==> src/rtl/seg_display_monitor.sv <==
// Receive-side checker for a two-digit 7-segment counter: filters and decodes the
// segment pair, checks each accepted value is previous+1 mod 100, and times updates.
module seg_display_monitor #(
  parameter int STABLE_CYC = 4,
  parameter int PERIOD_W   = 24
) (
  input  logic                CLK,
  input  logic                RST,
  input  logic [6:0]          seg_1,
  input  logic [6:0]          seg_10,
  output logic [3:0]          digit_1,
  output logic [3:0]          digit_10,
  output logic                val_valid,
  output logic                upd,
  output logic                step_err,
  output logic                pat_err,
  output logic [PERIOD_W-1:0] period
);

  typedef enum logic {EMPTY, TRACK} state_t;

  localparam logic [13:0] BLANK     = 14'h3FFF;
  localparam logic [7:0]  SCNT_SAT  = 8'(STABLE_CYC);
  localparam logic [7:0]  SCNT_LAST = 8'(STABLE_CYC - 1);

  state_t              state, state_nxt;
  logic [13:0]         s1, s2, cand;
  logic [7:0]          scnt;
  logic [PERIOD_W-1:0] cyc_cnt, cyc_cnt_inc;
  logic [4:0]          dec_10, dec_1;
  logic [7:0]          new_val, old_val, exp_val;
  logic                stable, pair_ok, is_new, load, bad_pat;

  // Active-low pattern to {valid, digit}; blank and partial patterns are invalid.
  function automatic logic [4:0] dec7(input logic [6:0] p);
    logic [4:0] r;
    case (p)
      7'b0000001: r = {1'b1, 4'd0};
      7'b1001111: r = {1'b1, 4'd1};
      7'b0010010: r = {1'b1, 4'd2};
      7'b0000110: r = {1'b1, 4'd3};
      7'b1001100: r = {1'b1, 4'd4};
      7'b0100100: r = {1'b1, 4'd5};
      7'b0100000: r = {1'b1, 4'd6};
      7'b0001111: r = {1'b1, 4'd7};
      7'b0000000: r = {1'b1, 4'd8};
      7'b0000100: r = {1'b1, 4'd9};
      default:    r = {1'b0, 4'd0};
    endcase
    return r;
  endfunction

  always_ff @(posedge CLK or negedge RST) begin
    if (!RST) begin
      s1   <= BLANK;
      s2   <= BLANK;
      cand <= BLANK;
      scnt <= 8'd0;
    end else begin
      s1 <= {seg_10, seg_1};
      s2 <= s1;
      if (s2 != cand) begin
        cand <= s2;
        scnt <= 8'd0;
      end else if (scnt != SCNT_SAT) begin
        scnt <= scnt + 8'd1;
      end
    end
  end

  // Saturation at SCNT_SAT makes the stable flag fire only once per run.
  assign stable = (s2 == cand) && (scnt == SCNT_LAST);

  always_comb begin
    dec_10      = dec7(cand[13:7]);
    dec_1       = dec7(cand[6:0]);
    pair_ok     = dec_10[4] & dec_1[4];
    is_new      = (dec_10[3:0] != digit_10) || (dec_1[3:0] != digit_1);
    new_val     = 8'(dec_10[3:0]) * 8'd10 + 8'(dec_1[3:0]);
    old_val     = 8'(digit_10) * 8'd10 + 8'(digit_1);
    exp_val     = (old_val == 8'd99) ? 8'd0 : old_val + 8'd1;
    cyc_cnt_inc = (cyc_cnt == '1) ? cyc_cnt : cyc_cnt + 1'b1;
    bad_pat     = stable && !pair_ok;
  end

  always_ff @(posedge CLK or negedge RST) begin
    if (!RST) state <= EMPTY;
    else      state <= state_nxt;
  end

  always_comb begin
    state_nxt = state;
    load      = 1'b0;
    case (state)
      EMPTY: begin
        if (stable && pair_ok) begin
          load      = 1'b1;
          state_nxt = TRACK;
        end
      end
      TRACK: begin
        if (stable && pair_ok && is_new) load = 1'b1;
      end
      default: state_nxt = EMPTY;
    endcase
  end

  always_ff @(posedge CLK or negedge RST) begin
    if (!RST) begin
      digit_1   <= 4'd0;
      digit_10  <= 4'd0;
      val_valid <= 1'b0;
      upd       <= 1'b0;
      step_err  <= 1'b0;
      pat_err   <= 1'b0;
      period    <= '0;
      cyc_cnt   <= '0;
    end else begin
      upd      <= load;
      step_err <= load && (state == TRACK) && (new_val != exp_val);
      if (bad_pat) pat_err <= 1'b1;
      if (load) begin
        digit_10  <= dec_10[3:0];
        digit_1   <= dec_1[3:0];
        val_valid <= 1'b1;
        cyc_cnt   <= '0;
      end else if (state == TRACK) begin
        cyc_cnt <= cyc_cnt_inc;
      end
      // Include the accepting cycle so period equals the edge distance between updates.
      if (load && state == TRACK) period <= cyc_cnt_inc;
    end
  end

endmodule

==> config.mk <==
export PLATFORM = sky130hd
export DESIGN_NAME = seg_display_monitor
export DESIGN_NICKNAME = d
export VERILOG_FILES = /design/src/rtl/seg_display_monitor.sv
export SDC_FILE = /design/constraint.sdc
export NUM_CORES = 1
export LEC_CHECK = 0
export BUFFER_PORTS_ARGS = -buffer_cell sky130_fd_sc_hd__buf_2
export CORE_MARGIN = 1.5
export CORE_UTILIZATION = 60
export CTS_CLUSTER_DIAMETER = 50
export DETAILED_ROUTE_END_ITERATION = 6
export PLACE_DENSITY_LB_ADDON = 0.25
export SLEW_MARGIN = 20
export SYNTH_ARGS = -nofsm -noshare
export SYNTH_HDL_FRONTEND = slang
export SYNTH_SLANG_ARGS = --single-unit
==> constraint.sdc <==
create_clock -name CLK -period 5.15 [get_ports CLK]
set_input_delay 1.545 -clock CLK [delete_from_list [all_inputs] [get_ports CLK]]
set_output_delay 1.545 -clock CLK [all_outputs]
set_load 0.005 [all_outputs]
# Word-level counts from Yosys, hierarchy flattened
# Cells that the tools add are included.
[word_totals]
register_bits = 111
latch_bits = 0
ramBits = 0
mem_bits_ro = 0
out_inout_bits = 36
memories = 0
[classes]
addsub = 5
n_mul = 2
div_mod_pow = 0
order_cmp = 0
n_eq_ne = 27
n_shift = 0
mux = 12
bitwise = 2
n_reduce_logical = 12
[ops]
columns = ["cell", "n"]
rows = [
  ["$pmux W5 S10", 2],
  ["$mux W24", 3],
  ["$eq A7 B3 Y1 const B", 4],
  ["$eq A7 B6 Y1 const B", 4],
  ["$eq A7 B7 Y1 const B", 4],
  ["$add A24 B1 Y24 const B", 1],
  ["$eq A24 B24 Y1 const B", 1],
  ["$mux W8", 3],
  ["$add A8 B1 Y8 const B", 2],
  ["$add A8 B4 Y8", 2],
  ["$eq A14 B14 Y1", 1],
  ["$eq A7 B1 Y1 const B", 2],
  ["$eq A7 B4 Y1 const B", 2],
  ["$eq A7 B5 Y1 const B", 2],
  ["$logic_not A7 Y1", 2],
  ["$mul A4 B3 Y7 const B", 2],
  ["$ne A14 B14 Y1", 1],
  ["$eq A8 B2 Y1 const B", 1],
  ["$eq A8 B7 Y1 const B", 1],
  ["$ne A4 B4 Y1", 2],
  ["$ne A8 B3 Y1 const B", 1],
  ["$ne A8 B8 Y1", 1],
  ["$logic_and A1 B1 Y1", 6],
  ["$reduce_bool A2 Y1", 2],
  ["6 further kinds", 8],
]

# Longest topological paths before layout
[logic_depth]
ltp_word = 9
depth_mapped = 16
mapped_depth_nobuf = 15

# Least setup slack after synthesis
# Ideal clock, no wire load.
[synth_timing]
kind = "register to register"
from = "reg cand[10]"
to = "reg step_err"
arrival_ns = 3.660
t_required_ns = 5.022
path_slack_ns = 1.361
path_stages_with_launch = 17
n_path_buf = 1
synth_period_minus_slack_ns = 3.789
path_cell_list = "dfstp_2 -> clkbuf_1 -> nand2_1 -> nor2_1 -> o21bai_1 -> a21oi_1 -> ha_1 -> ha_1 -> inv_1 -> fa_1 -> nand2b_1 -> o31ai_1 -> nor3b_1 -> nor3_1 -> or3_1 -> a21oi_1 -> a31oi_1"
[synth_between]
elab_chain_len = 9
word_cells_on_any_way = 26
cone_classes = "add/sub (1); mul (1); eq/ne (12); mux (4); bitwise (1); reduce/logical (7)"
[synth_rtl]
columns = ["element", "line_no", "source"]
rows = [
  ["start, declared", "27", "logic [13:0] s1, s2, cand;"],
  ["start signal, assigned", "57", "cand <= BLANK;"],
  ["start signal, assigned", "63", "cand <= s2;"],
  ["$eq A7 B3 Y1, or another cell as far along", "37", "case (p)"],
  ["$pmux W5 S10 *", "37", ""],
  ["net dec_10[1]", "30", "logic [4:0] dec_10, dec_1;"],
  ["parallel branches: the longest is 6 deep, another holds $add A8 B4 Y8", "n/a", ""],
  ["$logic_and A1 B1 Y1 *", "120", "step_err <= load && (state == TRACK) && (new_val != exp_val);"],
  ["end signal, assigned", "120", ""],
  ["end, declared", "15", "output logic step_err,"],
]
# Mark *: on every way through the listed nets, which the timed path passes.
# A chain may end at the register's enable or synchronous reset.

# Final worst setup path
[layout_timing]
from = "reg cand[9]"
to = "reg step_err"
# Same word-level chain as after synthesis.

==> impl_metrics.env <==
export IMPL_hpwl_um=8140
export IMPL_slew_headroom_pct=39.0
export IMPL_cts_path_max_buffers=2
export IMPL_cp_cell_sequence="xnor2_1 -> nor3_1 -> o21bai_1 -> a21oi_1 -> ha_1 -> ha_1 -> inv_1 -> fa_1 -> nand2b_1 -> o31ai_1 -> nor3b_1 -> nor3_1 -> or3_1 -> a21oi_1 -> a31oi_1"
export IMPL_antenna_found_initial=0
export IMPL_endpoint_kind="flop"
export IMPL_r2r_start="cand[9]"
export IMPL_syn_nets=606
export IMPL_dr_total_vias=4245
export IMPL_period_needed_ns=4.01
export IMPL_worstPathRequired_ns=5.42
export IMPL_worstMarginPinSlew_ns=0.915
export IMPL_die_w_um=105
export IMPL_synth_cells=568
export IMPL_vias_per_cell=5.77
export IMPL_multi_input_area_sq_um=3100
export IMPL_wl_met2_um=5340
export IMPL_ctsResizeCount=0
export IMPL_finalCritPeriodShare_pct=77.9
export IMPL_wirelength_um=11400
export IMPL_max_freq_mhz=249
export IMPL_worstHoldPathType="reg2reg"
export IMPL_worst_path_max_fanout=8
export IMPL_arrival_ns=4.28
export IMPL_regArea_sq_um=2830
export IMPL_rsz0062_at_grt="no"
export IMPL_synth_edff_count=0
export IMPL_grt_max_degree=51
export IMPL_cts_made_buffers=9
export IMPL_wl_per_cell_um=15.5
export IMPL_yosysWarningCount=0
export IMPL_n_antenna_cell=0
export IMPL_fin_setup_tns_ns=0
export IMPL_start_kind="flop"
export IMPL_total_power_w=0.00148
export IMPL_grt_total_usage_pct=22.3
export IMPL_worstSetupStartpoint="cand[9]"
export IMPL_area_delta_synth_final_pct=6.33
export IMPL_drc=0
export IMPL_initial_core_util_pct=61.0
export IMPL_dr_pass1_iters=5
export IMPL_cts_sinks=111
export IMPL_leakagePower_nw=3.08
export IMPL_wl_met3_um=429
export IMPL_min_from="s1[0]"
export IMPL_fill_cells=811
export IMPL_hold_viol_final=0
export IMPL_overflow=0
export IMPL_grt_pass1_vias=4175
export IMPL_final_common_cell="dfrtp_1"
export IMPL_cap_violations=0
export IMPL_fin_worst_skew_ns=0.0146
export IMPL_die_area_sq_um=11000
export IMPL_path_clk_slew_ns=0.11
export IMPL_ys_seq_elements=111
export IMPL_ys_seq_area_share_pct=45.3
export IMPL_nets=633
export IMPL_wl_met1_um=5380
export IMPL_max_vdd_ir_drop_mv=0.230
export IMPL_setup_violations=0
export IMPL_status="completed"
export IMPL_htree_levels=3
export IMPL_clock_latency_ns=0.38
export IMPL_rows=37
export IMPL_power_density_nw_per_um2=222
export IMPL_async_flop_share_pct=100
export IMPL_final_cell_mix="69 x dfrtp_1, 50 x buf_2, 42 x dfstp_2"
export IMPL_max_stage_delay_ns=0.63
export IMPL_cts_hold_buf=0
export IMPL_dieHeight_um=105
export IMPL_cts_tree="built"
export IMPL_portBuffers=51
export IMPL_design_core_area_sq_um=10200
export IMPL_cts_root_buf="clkbuf_8"
export IMPL_synth_avg_cell_area_sq_um=11.0
export IMPL_final_max_slew_viol_count=0
export IMPL_post_cts_buffers=0
export IMPL_highest_signal_layer="met4"
export IMPL_synth_cell_types=69
export IMPL_grt_pass1_wl_um=19700
export IMPL_netlist_area_sq_um=6240
export IMPL_gp_congestion=0.872
export IMPL_dr_first_iter_drc_count=148
export IMPL_path_class="reg2reg"
export IMPL_io_pin_count=52
export IMPL_ys_flop_type="dfrtp_1"
export IMPL_drtAntennaViolNets=0
export IMPL_crit_slowest_cell="dfstp_2"
export IMPL_drive_above_1_share_pct=25.8
-- registers in the layout (all words and copies together), names as in the netlist --
| register | count |
|---|---|
| digit_10 | 4 |
| step_err | 1 |
| s1 | 14 |
| cand | 14 |
| s2 | 14 |
| upd | 1 |
| scnt | 8 |
| digit_1 | 4 |
| state | 1 |
| pat_err | 1 |
| cyc_cnt | 24 |
| period | 24 |
| val_valid | 1 |
-- synthesized netlist by cell type, types with 4 or more instances --
cell type / n / area [sq um]
dfrtp_1: 69 / 1730
dfstp_2: 42 / 1100
a21oi_1: 34 / 170
xor2_1: 33 / 289
xnor2_1: 32 / 280
nor2_1: 29 / 109
o21ai_0: 24 / 120
clkbuf_1: 22 / 82.6
mux2_4: 22 / 330
inv_1: 19 / 71.3
nand2_1: 19 / 71.3
nor3_1: 19 / 95.1
ha_1: 18 / 225
nand3_1: 17 / 85.1
or3_1: 17 / 106
and3_1: 14 / 87.6
o31ai_1: 9 / 67.6
buf_6: 7 / 78.8
buf_2: 6 / 30.0
mux2_2: 6 / 67.6
nand2b_1: 6 / 37.5
nand3b_1: 6 / 45.0
nand4_1: 6 / 37.5
mux2i_1: 5 / 50.1
nor3b_1: 5 / 37.5
o21bai_1: 5 / 37.5
and2_1: 4 / 25.0
and4_1: 4 / 35.0
fa_1: 4 / 80.1
nor2b_1: 4 / 25.0
nor4_1: 4 / 25.0
-- layout make-up --
cell class	count	area share, %
Sequential cell	111	42.6
Clock inverter	7	0.905
Clock buffer	9	1.87
Tap cell	136	2.56
Inverter	19	1.07
Multi-Input combinational cell	400	46.7
Timing Repair Buffer	54	4.22
-- logic make-up (layout without fill, tap and decap cells) --
| group | Yosys count | count (layout) | synth area share (%) |
|---|---|---|---|
| buffers and inverters | 57 | 89 | 4.97 |
| AOI/OAI and AO/OA | 99 | 99 | 10.2 |
| DFF | 111 | 111 | 45.3 |
| and+or+nand+nor | 178 | 178 | 17.4 |
| adders and majority gates | 23 | 23 | 5.05 |
| xor gates and xnor gates | 67 | 67 | 9.84 |
| muxes | 33 | 33 | 7.17 |
-- path summary, 6_finish.rpt --
kind	endpoint	slack, ns	cells past startpoint
min in group asynchronous	digit_1[0]	1.11	1
hold / removal	s2[0]	0.35	0
hold reg to reg	s2[0]	0.35	0
setup reg to reg	step_err	1.14	15
max in group asynchronous	s1[7]	3.08	2
setup / recovery	step_err	1.14	15
-- worst max-delay path, delay by kind of cell, from the launching register on --
family,cells,cell delay (ns)
flops,1,0.63
buf+inv,1,0.07
fa+ha+maj,3,0.97
xor+xnor,1,0.09
simple gates,5,1.19
compound gates,5,0.96
-- stage by stage --
step / std cells / hold slack, ns / area [sq um] / worst slack (ns) / util [%]
after floorplan: 568 / 0.345 / 6240 / 1.36 / -
after global placement: 720 / 0.345 / 6450 / 1.39 / 63.1
after detailed placement: 720 / 0.347 / 6450 / 1.16 / 63.1
after CTS: 736 / 0.352 / 6640 / 1.13 / 64.9
after global routing: 736 / 0.354 / 6640 / 0.849 / 64.9
final: 736 / 0.346 / 6640 / 1.14 / 64.9
-- per-layer routing --
layer / up-vias / GRT usage, %
met4: 0 / 8.22
met1: 2071 / 29.8
met3: 20 / 4.18
met2: 85 / 36.4
met5: - / 0
li1: 2069 / -
-- report_power, final --
| group | switching (W) | leakage, nW | internal (W) |
|---|---|---|---|
| sequential | 0.0000201 | 1.41 | 0.000902 |
| combinational | 0.0000369 | 1.58 | 0.0000242 |
| clock | 0.000311 | 0.0892 | 0.000182 |
| total | 0.000368 | 3.08 | 0.00111 |
Note: power is estimated with default switching activity, not from simulation.
